==> config.mk <==
export PLATFORM = sky130hd
export DESIGN_NAME = phys_reg_free_list
export DESIGN_NICKNAME = d
export VERILOG_FILES = /design/src/rtl/phys_reg_free_list.sv
export SDC_FILE = /design/constraint.sdc
export NUM_CORES = 1
export LEC_CHECK = 0
export ABC_CLOCK_PERIOD_IN_PS = 14500
export BUFFER_PORTS_ARGS = -buffer_cell sky130_fd_sc_hd__clkbuf_2
export CELL_PAD_IN_SITES_DETAIL_PLACEMENT = 2
export CELL_PAD_IN_SITES_GLOBAL_PLACEMENT = 2
export CORE_UTILIZATION = 45
export CTS_BUF_LIST = sky130_fd_sc_hd__clkbuf_4 sky130_fd_sc_hd__clkbuf_8
export DETAILED_ROUTE_END_ITERATION = 8
export GPL_TIMING_DRIVEN = 0
export HOLD_SLACK_MARGIN = 0.15
export PLACE_DENSITY_LB_ADDON = 0.08
export SLEW_MARGIN = 20
export SYNTH_ARGS = -nofsm -noshare
export SYNTH_HDL_FRONTEND = slang
export SYNTH_SLANG_ARGS = --single-unit
export TNS_END_PERCENT = 100
==> constraint.sdc <==
create_clock -name CLK -period 14.5 [get_ports CLK]
set_clock_uncertainty 0.15 [all_clocks]
set_input_delay 1.45 -clock CLK [delete_from_list [all_inputs] [get_ports CLK]]
set_output_delay 1.45 -clock CLK [all_outputs]
set_load 0.005 [all_outputs]
==> src/rtl/phys_reg_free_list.sv <==
// Circular FIFO of free physical register tags feeding rename. Dispatch pops
// the head tag; commit and revert walk-back push freed tags back in.
module phys_reg_free_list #(
    parameter int NUM_ARCH_REGS = 32,
    parameter int NUM_PHYS_REGS = 64,
    parameter int DEPTH         = NUM_PHYS_REGS - NUM_ARCH_REGS,
    parameter int PT            = $clog2(NUM_PHYS_REGS),
    parameter int PW            = $clog2(DEPTH) + 1
) (
    input  logic          CLK,
    input  logic          RST,
    input  logic          dequeue_valid,
    output logic [PT-1:0] dequeue_phys_reg_tag,
    output logic          free_list_empty,
    output logic [PW-1:0] free_count,
    input  logic          revert_free_valid,
    input  logic [PT-1:0] revert_free_phys_reg_tag,
    input  logic          commit_free_valid,
    input  logic [PT-1:0] commit_free_phys_reg_tag,
    output logic          error_overflow,
    output logic          error_underflow
);

    localparam int IW = PW - 1;
    localparam int SW = PW + 1;

    logic [PT-1:0] entries_q [DEPTH];
    logic [PT-1:0] entries_d [DEPTH];
    logic [PW-1:0] head_q, head_d;
    logic [PW-1:0] tail_q, tail_d;
    logic          err_ovf_q, err_ovf_d;
    logic          err_unf_q, err_unf_d;

    logic [PW-1:0] count;
    logic          empty;
    logic          deq_ok;
    logic          rev_ok;
    logic          com_ok;
    logic [SW-1:0] slots;
    logic [IW-1:0] rev_idx;
    logic [IW-1:0] com_idx;

    // Outputs depend on registered state only; nothing bypasses from the inputs.
    always_comb begin
        count                = tail_q - head_q;
        empty                = (count == '0);
        dequeue_phys_reg_tag = entries_q[head_q[IW-1:0]];
        free_count           = count;
        free_list_empty      = empty;
        error_overflow       = err_ovf_q;
        error_underflow      = err_unf_q;
    end

    always_comb begin
        entries_d = entries_q;
        head_d    = head_q;
        tail_d    = tail_q;
        err_ovf_d = err_ovf_q;
        err_unf_d = err_unf_q;

        deq_ok = dequeue_valid & ~empty;

        // Free slots this edge: a same-cycle dequeue releases one for enqueue.
        slots  = SW'(DEPTH) - {1'b0, count} + SW'(deq_ok);
        rev_ok = revert_free_valid & (slots != '0);
        com_ok = commit_free_valid & (slots > SW'(rev_ok));

        // Revert takes the first slot; commit lands behind it when both go in.
        rev_idx = tail_q[IW-1:0];
        com_idx = tail_q[IW-1:0] + IW'(rev_ok);

        if (rev_ok) begin
            entries_d[rev_idx] = revert_free_phys_reg_tag;
        end
        if (com_ok) begin
            entries_d[com_idx] = commit_free_phys_reg_tag;
        end

        head_d = head_q + PW'(deq_ok);
        tail_d = tail_q + PW'(rev_ok) + PW'(com_ok);

        if ((revert_free_valid & ~rev_ok) | (commit_free_valid & ~com_ok)) begin
            err_ovf_d = 1'b1;
        end
        if (dequeue_valid & empty) begin
            err_unf_d = 1'b1;
        end
    end

    // Reset leaves the list full with the non-architectural tags in order.
    always_ff @(posedge CLK or posedge RST) begin
        if (RST) begin
            for (int i = 0; i < DEPTH; i++) begin
                entries_q[i] <= PT'(NUM_ARCH_REGS + i);
            end
            head_q    <= '0;
            tail_q    <= PW'(DEPTH);
            err_ovf_q <= 1'b0;
            err_unf_q <= 1'b0;
        end else begin
            entries_q <= entries_d;
            head_q    <= head_d;
            tail_q    <= tail_d;
            err_ovf_q <= err_ovf_d;
            err_unf_q <= err_unf_d;
        end
    end

endmodule

==> results.toml <==
[timing]
worst_slew_pin_slew_ps = 1335
max_freq_ghz = 0.1083
period_share = 0.6366
setup-violations-final = 0
period_needed_ps = 9230
hold_viol = 0
fin_setup_tns_ps = 0
slew_headroom = 0.1074
slew_viol_final = 0
setup_ws_ps = 5270
rsz0062_at_grt = "no"

[worst_setup_path]
critPathMaxFanout = 10
worstSetupStartpointType = "flip-flop"
r2r_setup_slack_ps = 5270
path_cells = "clkbuf_1 -> clkbuf_1 -> buf_1 -> inv_1 -> fa_1 -> xor2_1 -> nor3_1 -> or4_4 -> a2111oi_4 -> buf_2 -> buf_2 -> nor2b_1 -> ha_1 -> ha_1 -> clkbuf_1 -> xor2_1 -> nor3_1 -> nand2_1 -> a21o_1 -> a31oi_1"
path_delay_family = "buffers and inverters"
slowest_stage = "nor3_1"
cp.arrival_ps = 9540
r2r_end = "entries_q[189]"
path_buf_inv = 7
r2r_cells = 20
startpoint = "head_q[1]"
regToRegStartpoint = "head_q[1]"
cpMostUsedCell = "clkbuf_1"
cp-end-kind = "flip-flop"
crit_type = "flip-flop to flip-flop"
crit_end = "entries_q[189]"
cp_data_required_time_ps = 14810
max_stage_delay_ps = 980
cp_num_cells = 20

[synthesis]
synth_nets = 1513
synth_area_leaders = "dfstp_2, dfrtp_1, a211oi_1"
ys_seq_area_frac = 0.3825
ys_types = 46
synth_area_sq_um = 13850
yosys.area.top_type_share = 0.2144
postSynthAreaPerCell_sq_um = 9.344
ys_warn_count = 0
async_flop_share = 1.000
synth_seq_cells = 206
synth_edf_count = 0
ys.flop_type = "dfstp_2"
synth_top_area_cell = "dfstp_2"
synthCells = 1482

[finish]
layout.nets = 1589
area_delta_synth_final_pct = 12.13
ff_latch_area_sq_um = 5296
multiInputGateArea_sq_um = 7790
utilization = 0.5184
drive_gt1_frac = 0.2126
n_fill_cell = 3156

[drt]
drt-initial-drc-count = 2326
drc = 0
viasPerCell = 7.951
drt-total-wl_mm = 78.57
antenna_left = 0
dr.pass1.iters = 7
wl_per_cell_microns = 39.17
vias = 15950

[die]
die_width_microns = 177.4
core_sq_um = 29950
rows = 63
die_h_microns = 177.4
die_area_sq_um = 31480
start_util = 0.4623
io-pin-count = 32

[clocking]
clk_pin_slew_ps = 70
root_buffer = "clkbuf_8"
htree_levels = 2
cts_resized = 0
clockBufferDepth = 3
cts_tree = "done"
insertion_delay_ps = 580
post_cts_buffers = 0
numCtsBuffers = 41
cts_sinks = 206
ctsHoldBuffers = 0

[placed_design]
place_congestion = 0.9682
portBuffers = 31
dp_hpwl_mm = 50.22
dp_slack_ps = 5995

[global_route]
grt_use_total = 0.5054
grt-ovfl-total = 0
grt_pass1_vias = 16560
antenna_found_initial = 14
grt_pass1_wl_mm = 114.7
grt_max_degree = 88

[min_path]
holdCritStartpoint = "error_underflow"
hold_depth = 1
hold_class = "flip-flop to flip-flop"

[job]
max_cap_violations = 0

[outcome]
status = "complete, no violations"
Yosys cell counts (2+ instances only):
cell      number
a21o_1        33
o21ai_1        3
nor3_1        10
o21ai_0      194
dfrtp_1       93
a31oi_1      192
nand3_1       34
nand2b_1       2
xor2_1         7
and2_1         7
or3_1        197
and3_1         8
nand2_1       94
a211oi_1     192
buf_1         12
dfstp_2      113
o22ai_1        2
clkinv_1       2
clkbuf_2       3
inv_1         19
nor2_1        18
a21oi_1        5
fa_1           2
xnor2_1       10
ha_1          12
nand4_1        2
clkbuf_1     101
buf_2         27
buf_6         11
mux4_2        60
nor2b_1        2
routing by layer:
layer,vias to the layer above,track usage,part of all wire
met4,6,0.3996,0.088
li1,6024,-,-
met1,8009,0.6209,0.36
met2,1423,0.7225,0.42
met3,487,0.1712,0.13
met5,-,0,0.00059
registers in the layout, summed over array words and instances (netlist names):
register         flops
entries_q          192
error_overflow       1
error_underflow      1
head_q               6
tail_q               6
through the flow:
step	hold slack (ps)	cell area, sq um	std cells
2_1_floorplan	301.0	13850	1482
3_3_place_gp	288.8	14490	1903
3_5_place_dp	329.3	14570	1905
4_1_cts	351.8	15450	1980
5_1_grt	377.9	15480	1986
6_report	343.8	15530	2006
kinds of logic after synthesis:
family / share of synthesized area
buffers and inverters: 0.05665
DFF: 0.3825
and+or+nand+nor: 0.1469
adders and majority gates: 0.01373
muxes: 0.09911
xor gates and xnor gates: 0.01075
AOI/OAI and AO/OA: 0.2904
cell usage in the layout (no fill, tap or decap), types with 8 or more instances in the layout:
master	n
clkbuf_4	23
clkbuf_2	38
o21ai_0	194
ha_1	12
a31oi_1	192
and3_1	8
clkbuf_8	51
nor3_1	9
buf_1	8
nand3_1	33
inv_1	18
buf_2	27
clkbuf_1	101
or3_1	197
mux4_2	60
a21o_1	33
xnor2_1	9
nor2_1	18
dfrtp_1	93
diode_2	26
buf_6	11
dfstp_2	113
a211oi_1	192
nand2_1	94
worst min path at each step:
stage	endpoint	slack, ps
6_report	error_underflow	340
3_5_place_dp	error_underflow	330
4_1_cts	error_underflow	350
3_3_place_gp	error_underflow	290
5_1_grt	error_underflow	380
2_1_floorplan	error_underflow	300
worst register-to-register path: cells and delay by family (launching register included):
| kind | cells | cell delay, ps |
|---|---|---|
| adders and majority gates | 3 | 990 |
| and+or+nand+nor | 5 | 2370 |
| xor gates and xnor gates | 2 | 750 |
| buffers and inverters | 7 | 3080 |
| DFF | 1 | 370 |
| AOI/OAI and AO/OA | 3 | 1400 |
area by class of cell:
type,count,share of cell area
multi-input cells,1100,0.5017
diodes,26,0.004190
repair buffers,33,0.01354
inverters,21,0.005560
flip-flops and latches,206,0.3411
clock buffers,74,0.05632
clock inverters,1,0.0004834
plain buffers,155,0.04577
well taps,390,0.03142
Power is not shown: default switching activity piles up to over one toggle a cycle in this logic, so the estimate is an artifact.
